==> src/rtl/display_scan_ctrl.sv <==
// Four-digit multiplexed display scanner: per-digit slots with a blanked guard
// interval, frame-synchronised value updates, leading-zero suppression.
module display_scan_ctrl #(
  parameter int unsigned SLOT_CYCLES  = 50000,
  parameter int unsigned GUARD_CYCLES = 500
) (
  input  logic        clk,
  input  logic        rst_n,
  input  logic        load_i,
  input  logic [15:0] value_i,
  input  logic [3:0]  dp_mask_i,
  input  logic [3:0]  blank_mask_i,
  input  logic        lzs_i,
  output logic [3:0]  digit_hex_o,
  output logic [3:0]  an_n_o,
  output logic        dp_n_o,
  output logic        busy_o,
  output logic        frame_done_o,
  output logic        dbg_state_o
);

  localparam int unsigned CNT_W = $clog2(SLOT_CYCLES);
  localparam logic [CNT_W-1:0] SLOT_LAST = CNT_W'(SLOT_CYCLES - 1);
  localparam logic [CNT_W-1:0] GUARD_PRE = CNT_W'(GUARD_CYCLES - 1);

  typedef enum logic {
    ST_BLANK = 1'b0,
    ST_SHOW  = 1'b1
  } state_e;

  // Handshake: load_i is a single-cycle strobe with no ready; it is always
  // accepted. busy_o is high while a captured value waits for the frame end.

  logic [CNT_W-1:0] slot_cnt_q, slot_cnt_d;
  logic [1:0]       digit_idx_q, digit_idx_d;
  state_e           state_q, state_d;
  logic [15:0]      active_value_q, active_value_d;
  logic [3:0]       active_dp_q, active_dp_d;
  logic [15:0]      pend_value_q, pend_value_d;
  logic [3:0]       pend_dp_q, pend_dp_d;
  logic             busy_q, busy_d;
  logic             frame_done_q, frame_done_d;
  logic [3:0]       digit_hex_q, digit_hex_d;
  logic [3:0]       an_n_q, an_n_d;
  logic             dp_n_q, dp_n_d;

  logic       slot_wrap;
  logic       frame_end;
  logic [3:0] nib_zero;
  logic [3:0] lead_zero;
  logic       suppressed;
  logic       lit;

  always_ff @(posedge clk or negedge rst_n) begin
    if (!rst_n) begin
      slot_cnt_q     <= '0;
      digit_idx_q    <= 2'd0;
      state_q        <= ST_BLANK;
      active_value_q <= 16'h0000;
      active_dp_q    <= 4'h0;
      pend_value_q   <= 16'h0000;
      pend_dp_q      <= 4'h0;
      busy_q         <= 1'b0;
      frame_done_q   <= 1'b0;
      digit_hex_q    <= 4'h0;
      an_n_q         <= 4'hF;
      dp_n_q         <= 1'b1;
    end else begin
      slot_cnt_q     <= slot_cnt_d;
      digit_idx_q    <= digit_idx_d;
      state_q        <= state_d;
      active_value_q <= active_value_d;
      active_dp_q    <= active_dp_d;
      pend_value_q   <= pend_value_d;
      pend_dp_q      <= pend_dp_d;
      busy_q         <= busy_d;
      frame_done_q   <= frame_done_d;
      digit_hex_q    <= digit_hex_d;
      an_n_q         <= an_n_d;
      dp_n_q         <= dp_n_d;
    end
  end

  // Slot and digit counters.
  always_comb begin
    slot_wrap   = (slot_cnt_q == SLOT_LAST);
    frame_end   = slot_wrap && (digit_idx_q == 2'd3);
    slot_cnt_d  = slot_wrap ? '0 : slot_cnt_q + CNT_W'(1);
    digit_idx_d = slot_wrap ? digit_idx_q + 2'd1 : digit_idx_q;
  end

  // state_q tracks slot_cnt_q: SHOW exactly when slot_cnt_q >= GUARD_CYCLES.
  always_comb begin
    state_d = state_q;
    case (state_q)
      ST_BLANK: if (slot_cnt_q == GUARD_PRE) state_d = ST_SHOW;
      ST_SHOW:  if (slot_wrap)               state_d = ST_BLANK;
      default:  state_d = ST_BLANK;
    endcase
  end

  // A load on the boundary cycle bypasses pending and wins over it.
  always_comb begin
    active_value_d = active_value_q;
    active_dp_d    = active_dp_q;
    pend_value_d   = pend_value_q;
    pend_dp_d      = pend_dp_q;
    busy_d         = busy_q;
    if (frame_end) begin
      if (load_i) begin
        active_value_d = value_i;
        active_dp_d    = dp_mask_i;
      end else if (busy_q) begin
        active_value_d = pend_value_q;
        active_dp_d    = pend_dp_q;
      end
      busy_d = 1'b0;
    end else if (load_i) begin
      pend_value_d = value_i;
      pend_dp_d    = dp_mask_i;
      busy_d       = 1'b1;
    end
  end

  // Output staging from the current counter/state snapshot.
  always_comb begin
    for (int i = 0; i < 4; i++) begin
      nib_zero[i] = (active_value_q[4*i +: 4] == 4'h0);
    end
    lead_zero[3] = nib_zero[3];
    lead_zero[2] = nib_zero[2] & lead_zero[3];
    lead_zero[1] = nib_zero[1] & lead_zero[2];
    lead_zero[0] = 1'b0;

    suppressed   = blank_mask_i[digit_idx_q] | (lzs_i & lead_zero[digit_idx_q]);
    lit          = (state_q == ST_SHOW) && !suppressed;

    digit_hex_d  = active_value_q[{digit_idx_q, 2'b00} +: 4];
    an_n_d       = lit ? ~(4'b0001 << digit_idx_q) : 4'hF;
    dp_n_d       = !(lit && active_dp_q[digit_idx_q]);
    frame_done_d = frame_end;
  end

  assign digit_hex_o  = digit_hex_q;
  assign an_n_o       = an_n_q;
  assign dp_n_o       = dp_n_q;
  assign busy_o       = busy_q;
  assign frame_done_o = frame_done_q;
  assign dbg_state_o  = state_q;

endmodule
==> config.mk <==
export PLATFORM = sky130hd
export DESIGN_NAME = display_scan_ctrl
export DESIGN_NICKNAME = d
export VERILOG_FILES = /design/src/rtl/display_scan_ctrl.sv
export SDC_FILE = /design/constraint.sdc
export NUM_CORES = 1
export LEC_CHECK = 0
export BUFFER_PORTS_ARGS = -buffer_cell sky130_fd_sc_hd__buf_4
export CORE_MARGIN = 2
export CORE_UTILIZATION = 40
export DETAILED_ROUTE_END_ITERATION = 10
export PLACE_DENSITY = 0.67
export SYNTH_ARGS = -nofsm -noshare
export SYNTH_HDL_FRONTEND = slang
export SYNTH_SLANG_ARGS = --single-unit
==> constraint.sdc <==
create_clock -name clk -period 6.1 [get_ports clk]
set_input_delay 0.61 -clock clk [delete_from_list [all_inputs] [get_ports clk]]
set_output_delay 0.61 -clock clk [all_outputs]
set_load 0.02 [all_outputs]
==> results of run 1 <==
[logic make-up after synthesis]
family          Yosys count
fa+ha+maj                 5
compound gates            9
xor+xnor                 13
flops                    70
mux                      66
buf+inv                  15
simple gates             52
[per-layer routing]
metal,vias to the layer above,routed length (um),track usage,part of all wire
met5,-,0,0,0
met4,0,106,0.0809,0.018
met3,8,244,0.0337,0.041
met2,39,2660,0.221,0.45
met1,953,2880,0.208,0.49
li1,907,-,-,-
[power groups by stage]
stage | clock [mW] | sequential, mW | combinational, mW
detailed placement | 0 | 0.503 | 0.0773
global placement | 0 | 0.502 | 0.0759
global route | 0.367 | 0.496 | 0.0839
CTS | 0.343 | 0.494 | 0.0776
finish | 0.334 | 0.494 | 0.0756
floorplan | 0 | 0.500 | 0.0437
[layout by cell type, fill, tap and decap left out, types with 2 or more instances in the layout]
master / instances
dfrtp_1: 65
mux2_2: 40
buf_4: 39
mux2_4: 20
nand3_1: 11
nor2_1: 11
clkbuf_8: 11
xor2_1: 8
nand2_1: 7
mux4_2: 6
inv_1: 5
nand4_1: 5
xnor2_1: 5
ha_1: 5
dfstp_2: 5
nor4_1: 4
o21ai_0: 3
and4_1: 2
nor2b_1: 2
clkbuf_1: 2
clkinv_2: 2
[sequential cells by signal (all words and copies together) (netlist names)]
signal / flops
active_dp_q: 4
active_value_q: 16
an_n_o: 4
busy_o: 1
dbg_state_o: 1
digit_hex_o: 4
digit_idx_q: 2
dp_n_o: 1
frame_done_o: 1
pend_dp_q: 4
pend_value_q: 16
slot_cnt_q: 16
[final cells by class]
class,instances,area share
inverters,5,0.00493
flip-flops and latches,70,0.462
clock inverters,3,0.00493
multi-input cells,145,0.376
well taps,102,0.0335
clock buffers,13,0.0417
repair buffers,39,0.0769
[stage by stage]
step	hold slack, ns	cells	instance area [um2]	worst slack (ns)	total power, mW
after floorplan	0.314	230	3250	4.16	0.544
after global placement	0.469	361	3630	3.64	0.578
after detailed placement	0.473	361	3630	3.61	0.580
after CTS	0.404	377	3810	3.59	0.915
after global routing	0.441	377	3810	3.42	0.948
final	0.373	377	3810	3.63	0.904
[final timing paths]
| path | startpoint | endpoint | slack [ns] | cells past startpoint |
|---|---|---|---|---|
| worst min register to register | slot_cnt_q[0] | slot_cnt_q[0] | 0.48 | 1 |
| worst max-delay path | digit_idx_q[1] | pend_dp_q[0] | 3.63 | 4 |
| worst max register to register | digit_idx_q[1] | pend_dp_q[0] | 3.63 | 4 |
| max in group asynchronous | rst_n | slot_cnt_q[4] | 5.17 | 1 |
| min in group clk | slot_cnt_q[0] | slot_cnt_q[0] | 0.48 | 1 |
| worst min-delay path | rst_n | pend_value_q[6] | 0.37 | 1 |
[critical path: cells and delay by family, from the launching register on]
family	cells	cell delay [ns]
compound gates	1	0.90
fa+ha+maj	1	0.27
simple gates	1	0.17
flops	1	0.59
mux	1	0.42
==> reports/metrics.yaml, run 1 <==
logic_synthesis:
  synth-simple-area-share: 0.0920
  synth_area_leader_cell: "dfrtp_1"
  synthDominantCellAreaShare: 0.501
  avgSynthCellArea_um2: 14.1
  synth_top_family_by_area: "multiplexers"
  ys_ff_latch: 70
  synthAdderAreaFrac: 0.0193
  synth.most_common_cell: "dfrtp_1"
  yosys-top-cells-area: "dfrtp_1 (50%), mux2_2 (14%), mux2_4 (9.2%)"
  synth_area_um2: 3250
  seq_area_frac_synth: 0.541
  synth_common_cells: "dfrtp_1 (65), mux2_2 (40), mux2_4 (20)"
  ys_types: 35
  syn_nets: 263
  ys.flop_type: "dfrtp_1"
  yosys_warnings: 0
  synth_edf_count: 0
  muxShareOfSynthArea: 0.273
  synthCells: 230
  synth_compound_area_frac: 0.0173
  async_reset_ff_frac: 1.00
  synth_xor_area_frac: 0.0350
drt:
  drc_errors: 0
  wl_per_cell_um: 15.6
  dr.pass1.iters: 4
  ant_nets: 0
  route.final.wire_length_mm: 5.89
  vias_per_cell: 5.06
  drt_iter0_markers: 77
  via_count: 1907
cells_and_area:
  multi_input_area_um2: 1430
  area_growth_pct: 17.1
  drive_gt1_frac: 0.473
  final_nets: 303
  utilization: 0.488
  nFillCells: 688
  antenna_cells: 0
  seq_area_um2: 1760
power:
  p_comb_frac: 0.084
  p_seq_frac: 0.547
  ir_drop_uv: 91.7
  power_switching_share: 0.227
  p_clk_frac: 0.370
  p_leak_nw: 1.74
  p_int_mw: 0.699
  power_density_nw_per_um2: 237
  switchingPower_mw: 0.205
timing:
  final_max_slew_viol_count: 0
  hold_viol: 0
  finalSetupTns_ns: 0
  tightestPinTransition_ns: 1.09
  relSlewSlack: 0.275
  rsz0062_at_grt: "no"
  period_share: 0.406
  skew_ns: 0.0118
  max_freq_ghz: 0.404
  setup_viol: 0
  min_period_ns: 2.47
grt:
  grt_first_pass_wirelength_mm: 10.0
  grt_util_all_layers: 0.151
  grt_overflow_total: 0
  antenna_found_initial: 0
  grt_max_degree: 71
  grt_pass1_vias: 2010
setup_path:
  worstPathCellList: "ha_1, nand3_1, o31ai_4, mux2_2"
  cp_slowest_stage_delay_ns: 0.90
  worstSetupPathType: "register to register"
  cp.arrival_ns: 2.69
  path_max_fanout: 20
  worstSetupStartpointType: "register"
  worst_setup_path_end_kind: "register"
  cp_data_required_time_ns: 6.32
  slowest_stage: "o31ai_4"
clock_tree:
  ctsResizeCount: 0
  cts_buffer_depth: 2
  numCtsBuffers: 9
  post_cts_buffers: 0
  root_buffer: "clkbuf_8"
  clk_pin_slew_ns: 0.08
  cts_tree: "yes"
  htree_levels: 3
  clk_latency_ns: 0.34
  clock_sinks: 70
  cts_hold_buf: 0
floorplanning:
  die_y_um: 94.1
  core_area_um2: 7810
  die_w_um: 94.1
  rows: 32
  initial_core_util: 0.416
  ios: 40
  die-area_um2: 8860
placement:
  io_buffers: 39
  hpwl_mm: 4.03
  gp_congestion: 0.796
flow_run:
  drv_cap: 0
hold_path:
  worstHoldPathType: "primary input to asynchronous set/reset pin"
run_status:
  outcome: "finished, final reports clean"
Power figures use the tool's default switching activity.
==> inputs of run 2 (changes only) <==
==> constraint.sdc (replaced) <==
create_clock -name clk -period 2.32 [get_ports clk]
set_input_delay 0.232 -clock clk [delete_from_list [all_inputs] [get_ports clk]]
set_output_delay 0.232 -clock clk [all_outputs]
set_load 0.02 [all_outputs]
==> run 2 against run 1 <==
Net effect:
- the flow now finishes with violations (hold timing)
- first-iteration DRC count is 39% lower
- critical path depth stayed put
- worst setup slack worse by 3.4 ns
- flip-flop and latch count stayed put
- register-to-register slack worse by 3.4 ns
- count of clock-buffer cells in the layout is 2 lower
- global-route usage is 0.44 points lower
- sequential power grew to 2.6 times the previous value
- worst hold slack worse by 0.39 ns
- via count is 1.0% higher
- critical path type unchanged
==> reports/metrics.yaml, run 2 (synthesis gave the netlist of run 1 again) <==
run_status:
  outcome: "finished with violations"
  violations: "hold timing"
cells_and_area:
  reg.largest.list: "active_value_q x16, pend_value_q x16, slot_cnt_q x16"
  final_common_cell: "dfrtp_1"
  final_nets: 307
  drive_gt1_frac: 0.487
  nFillCells: 715
  instances_no_fill: 381
  multi_input_area_um2: 1430
  area_growth_pct: 18.7
  final_cell_mix: "dfrtp_1 (65), buf_4 (42), mux2_2 (40), mux2_4 (20)"
  seq_area_um2: 1760
  antenna_cells: 0
timing:
  max_freq_ghz: 0.472
  hold_viol: 13
  skew_ns: 0.00816
  hold_ws_ns: -0.0175
  relSlewSlack: 0.431
  tightestPinTransition_ns: 0.854
  setup_viol: 0
  period_share: 0.912
  min_period_ns: 2.12
  finalSetupTns_ns: 0
  rsz0062_at_grt: "no"
  final_max_slew_viol_count: 0
placement:
  placed_cells: 365
  gp_congestion: 0.813
  io_buffers: 39
  hpwl_mm: 4.05
setup_path:
  cp_num_buf_inv: 0
  r2r_start: "slot_cnt_q[4]"
  rr_worst_depth: 4
  cp_slowest_stage_delay_ns: 0.77
  cp.arrival_ns: 2.34
  path_max_fanout: 20
  worst_setup_path_end_kind: "register"
  cp_data_required_time_ns: 2.55
  worstPathCellList: "and4b_1, nand2_1, or4b_4, mux2_4"
  worstSetupPathType: "register to register"
  critPathTopFamily: "simple AND/OR/NAND/NOR gates"
  worstSetupStartpointType: "register"
  r2r-end: "active_dp_q[3]"
  slowest_stage: "or4b_4"
  reg2reg_slack_ns: 0.20
grt:
  grt_max_degree: 71
  antenna_found_initial: 0
  grt_overflow_total: 0
  grt_util_all_layers: 0.146
  grt_first_pass_wirelength_mm: 9.81
  grt_pass1_vias: 1996
flow_run:
  drv_cap: 0
drt:
  route.final.wire_length_mm: 5.84
  ant_nets: 0
  wl_per_cell_um: 15.3
  drc_errors: 0
  dr.pass1.iters: 4
  vias_per_cell: 5.06
  drt_iter0_markers: 47
  via_count: 1927
clock_tree:
  cts_tree: "yes"
  htree_levels: 3
  clock_sinks: 70
  numCtsBuffers: 9
  root_buffer: "clkbuf_8"
  clk_latency_ns: 0.34
  cts_hold_buf: 0
  ctsResizeCount: 0
  clk_pin_slew_ns: 0.08
  cts_buffer_depth: 2
  post_cts_buffers: 0
floorplanning:
  die_w_um: 94.1
  core_area_um2: 7810
  ios: 40
  die_y_um: 94.1
  initial_core_util: 0.416
  rows: 32
  die-area_um2: 8860
power:
  p_leak_nw: 1.76
  power_density_nw_per_um2: 624
  ir_drop_uv: 276
hold_path:
  worstHoldPathType: "primary input to asynchronous set/reset pin"
## run 2: changes by cell type in the layout (fill, tap and decap cells not counted)
cell | before | now
buf_4 | 39 | 42
clkinvlp_4 | 0 | 2
buf_12 | 0 | 1
clkbuf_1 | 2 | 0
## run 2: final cells by class
type                       instances  share of cell area
clock inverter                     5             0.00876
timing repair buffer              43              0.0870
tap                              102              0.0331
clock buffer                      11              0.0393
multi-input combinational        145               0.371
inverter                           5             0.00487
sequential                        70               0.456
## run 2: where the power goes
part           total (mW)  internal [mW]  switching, mW
sequential           1.30           1.27         0.0266
clock               0.905          0.444          0.461
combinational       0.204          0.123         0.0810
total                2.41           1.84          0.569
## run 2: worst reg2reg max path: cells and delay by family, from the launching register on
family / cells / cell delay (ns)
and+or+nand+nor: 3 / 1.19
DFF: 1 / 0.44
muxes: 1 / 0.37
## run 2: worst max path at each step
stage                    from  cells past startpoint  slack, ns                end
3_3_place_gp    slot_cnt_q[4]                      4       0.24  active_value_q[5]
4_1_cts         slot_cnt_q[4]                      4       0.20     active_dp_q[3]
3_5_place_dp    slot_cnt_q[4]                      4       0.21  active_value_q[2]
6_report        slot_cnt_q[4]                      4       0.20     active_dp_q[3]
2_1_floorplan  slot_cnt_q[11]                      5       0.38     active_dp_q[0]
5_1_grt        slot_cnt_q[10]                      4       0.09     active_dp_q[0]
## run 2: stage by stage
step           utilization  power, mW  cell area (um2)  hold WS [ns]  worst slack [ns]
2_1_floorplan            -       1.43             3250       -0.0636             0.385
3_3_place_gp         0.470       1.52             3670         0.399             0.240
3_5_place_dp         0.470       1.53             3670         0.406             0.213
4_1_cts              0.494       2.44             3860        0.0243             0.199
5_1_grt              0.494       2.51             3860        0.0627            0.0912
6_report             0.494       2.41             3860       -0.0175             0.203
## run 2: per-layer routing
metal	global-route usage	vias up	wire, um	part of all wire
met5	0	-	0	0
met4	0.0640	0	133	0.023
met3	0.0377	11	222	0.038
met2	0.218	41	2600	0.44
met1	0.201	954	2890	0.49
li1	-	921	-	-
==> inputs of run 3 (changes only) <==
--- a/config.mk
+++ b/config.mk
@@ -9,6 +9,7 @@
 export CORE_MARGIN = 2
 export CORE_UTILIZATION = 40
 export DETAILED_ROUTE_END_ITERATION = 10
+export HOLD_SLACK_MARGIN = 0.15
 export PLACE_DENSITY = 0.67
 export SYNTH_ARGS = -nofsm -noshare
 export SYNTH_HDL_FRONTEND = slang
==> run 3 against run 2 <==
Net effect:
- the run now ends clean
- non-clock buffer count rose by 21
- worst hold slack better by 0.37 ns
- die area stayed put
- clock power shrank 0.4%
- maximum frequency rose by 0.27%
- sequential share of layout area down 2.4 points
- combinational power grew 14%
- clock skew down 0.0014 ns
- final cell count is 5.5% higher
- via count rose by 5.2%
- critical path depth unchanged
- largest power group unchanged
==> reports/metrics.yaml, run 3 (synthesis gave the netlist of run 1 again) <==
timing:
  max_freq_ghz: 0.474
  min_period_ns: 2.11
  setup_ws_ns: 0.209
  period_share: 0.910
  hold_viol: 0
  setup_viol: 0
  finalSetupTns_ns: 0
  final_max_slew_viol_count: 0
  tightestPinTransition_ns: 0.853
  relSlewSlack: 0.432
  rsz0062_at_grt: "no"
  skew_ns: 0.00675
setup_path:
  r2r_start: "slot_cnt_q[4]"
  cp_slowest_stage_delay_ns: 0.77
  path_max_fanout: 20
  worstSetupPathType: "register to register"
  worst_setup_path_end_kind: "register"
  rr_worst_depth: 4
  cp.arrival_ns: 2.33
  worstPathCellList: "and4b_1, nand2_1, or4b_4, mux2_4"
  cp-startpoint: "slot_cnt_q[4]"
  critPathTopFamily: "simple AND/OR/NAND/NOR gates"
  r2r-end: "active_dp_q[3]"
  cp_data_required_time_ns: 2.54
  reg2reg_slack_ns: 0.21
  cp.depth: 4
  worstSetupStartpointType: "register"
  slowest_stage: "or4b_4"
  crit_path_end: "active_dp_q[3]"
  cp_num_buf_inv: 0
placement:
  gp_congestion: 0.813
  place_ws_ns: 0.213
  io_buffers: 39
  placed_cells: 365
  hpwl_mm: 4.05
floorplanning:
  ios: 40
  die_y_um: 94.1
  initial_core_util: 0.416
  rows: 32
  core_area_um2: 7810
  die_w_um: 94.1
  die-area_um2: 8860
cells_and_area:
  final_nets: 328
  reg.largest.list: "active_value_q x16, pend_value_q x16, slot_cnt_q x16"
  nFillCells: 699
  drive_gt1_frac: 0.453
  utilization: 0.521
  instances_no_fill: 402
  antenna_cells: 0
  final_common_cell: "dfrtp_1"
  area_growth_pct: 25.1
  final_cell_mix: "dfrtp_1 (65), buf_4 (42), mux2_2 (40), dlygate4sd3_1 (21), mux2_4 (20)"
drt:
  vias_per_cell: 5.04
  wl_per_cell_um: 15.1
  ant_nets: 0
  route.final.wire_length_mm: 6.06
  drt_iter0_markers: 59
  dr.pass1.iters: 4
  via_count: 2027
  drc_errors: 0
clock_tree:
  clk_latency_ns: 0.34
  root_buffer: "clkbuf_8"
  numCtsBuffers: 9
  clock_sinks: 70
  htree_levels: 3
  cts_tree: "yes"
  cts_buffer_depth: 2
  clk_pin_slew_ns: 0.07
  post_cts_buffers: 0
hold_path:
  worstHoldPathType: "primary input to register"
grt:
  grt_first_pass_wirelength_mm: 10.1
  grt_util_all_layers: 0.151
  grt_max_degree: 71
  antenna_found_initial: 0
  grt_pass1_vias: 2051
  grt_overflow_total: 0
power:
  ir_drop_uv: 272
  power_density_nw_per_um2: 598
  p_leak_nw: 1.85
flow_run:
  drv_cap: 0
run_status:
  outcome: "finished, final reports clean"
run 3: worst min path at each step:
stage          start          endpoint  slack [ns]  cells after the start
4_1_cts        lzs_i            dp_n_o        0.33                      4
2_1_floorplan  rst_n    active_dp_q[0]       -0.06                      0
3_3_place_gp   rst_n  pend_value_q[14]        0.40                      1
3_5_place_dp   rst_n   pend_value_q[9]        0.41                      1
6_report       lzs_i         an_n_o[3]        0.35                      4
5_1_grt        lzs_i         an_n_o[2]        0.34                      4
run 3: worst register-to-register path, stage by stage (launching register included):
cell	delay, ns
dfrtp_1	0.44
and4b_1	0.30
nand2_1	0.12
or4b_4	0.77
mux2_4	0.37
run 3: what timing repair did:
action,CTS,global route
hold buffers,21,0
hold endpoints to repair,85,0
gates resized for setup,0,0
run 3: area by class of cell:
class                           instances  area [um2]  area share
Inverter                                5        18.8     0.00462
Clock inverter                          5        33.8     0.00831
Tap cell                              102         128      0.0314
Clock buffer                           11         151      0.0372
Multi-Input combinational cell        145        1430       0.352
Sequential cell                        70        1760       0.432
Timing Repair Buffer                   64         546       0.134
run 3: power breakdown:
group / internal, mW / total (mW) / switching (mW)
Combinational: 0.146 / 0.233 / 0.0871
Sequential: 1.27 / 1.30 / 0.0269
Clock: 0.444 / 0.901 / 0.457
Total: 1.86 / 2.43 / 0.571
run 3: per-stage QoR:
stage,total power [mW],cell area (um2),hold WS (ns)
2_1_floorplan,1.43,3250,-0.0636
3_3_place_gp,1.52,3670,0.399
3_5_place_dp,1.53,3670,0.406
4_1_cts,2.47,4070,0.327
5_1_grt,2.54,4070,0.340
6_report,2.43,4070,0.349
run 3: routing by layer:
metal,global-route usage,up-vias,share of wire
met3,0.0361,7,0.039
li1,-,966,-
met1,0.205,1007,0.49
met5,0,-,0
met2,0.230,47,0.45
met4,0.0640,0,0.016
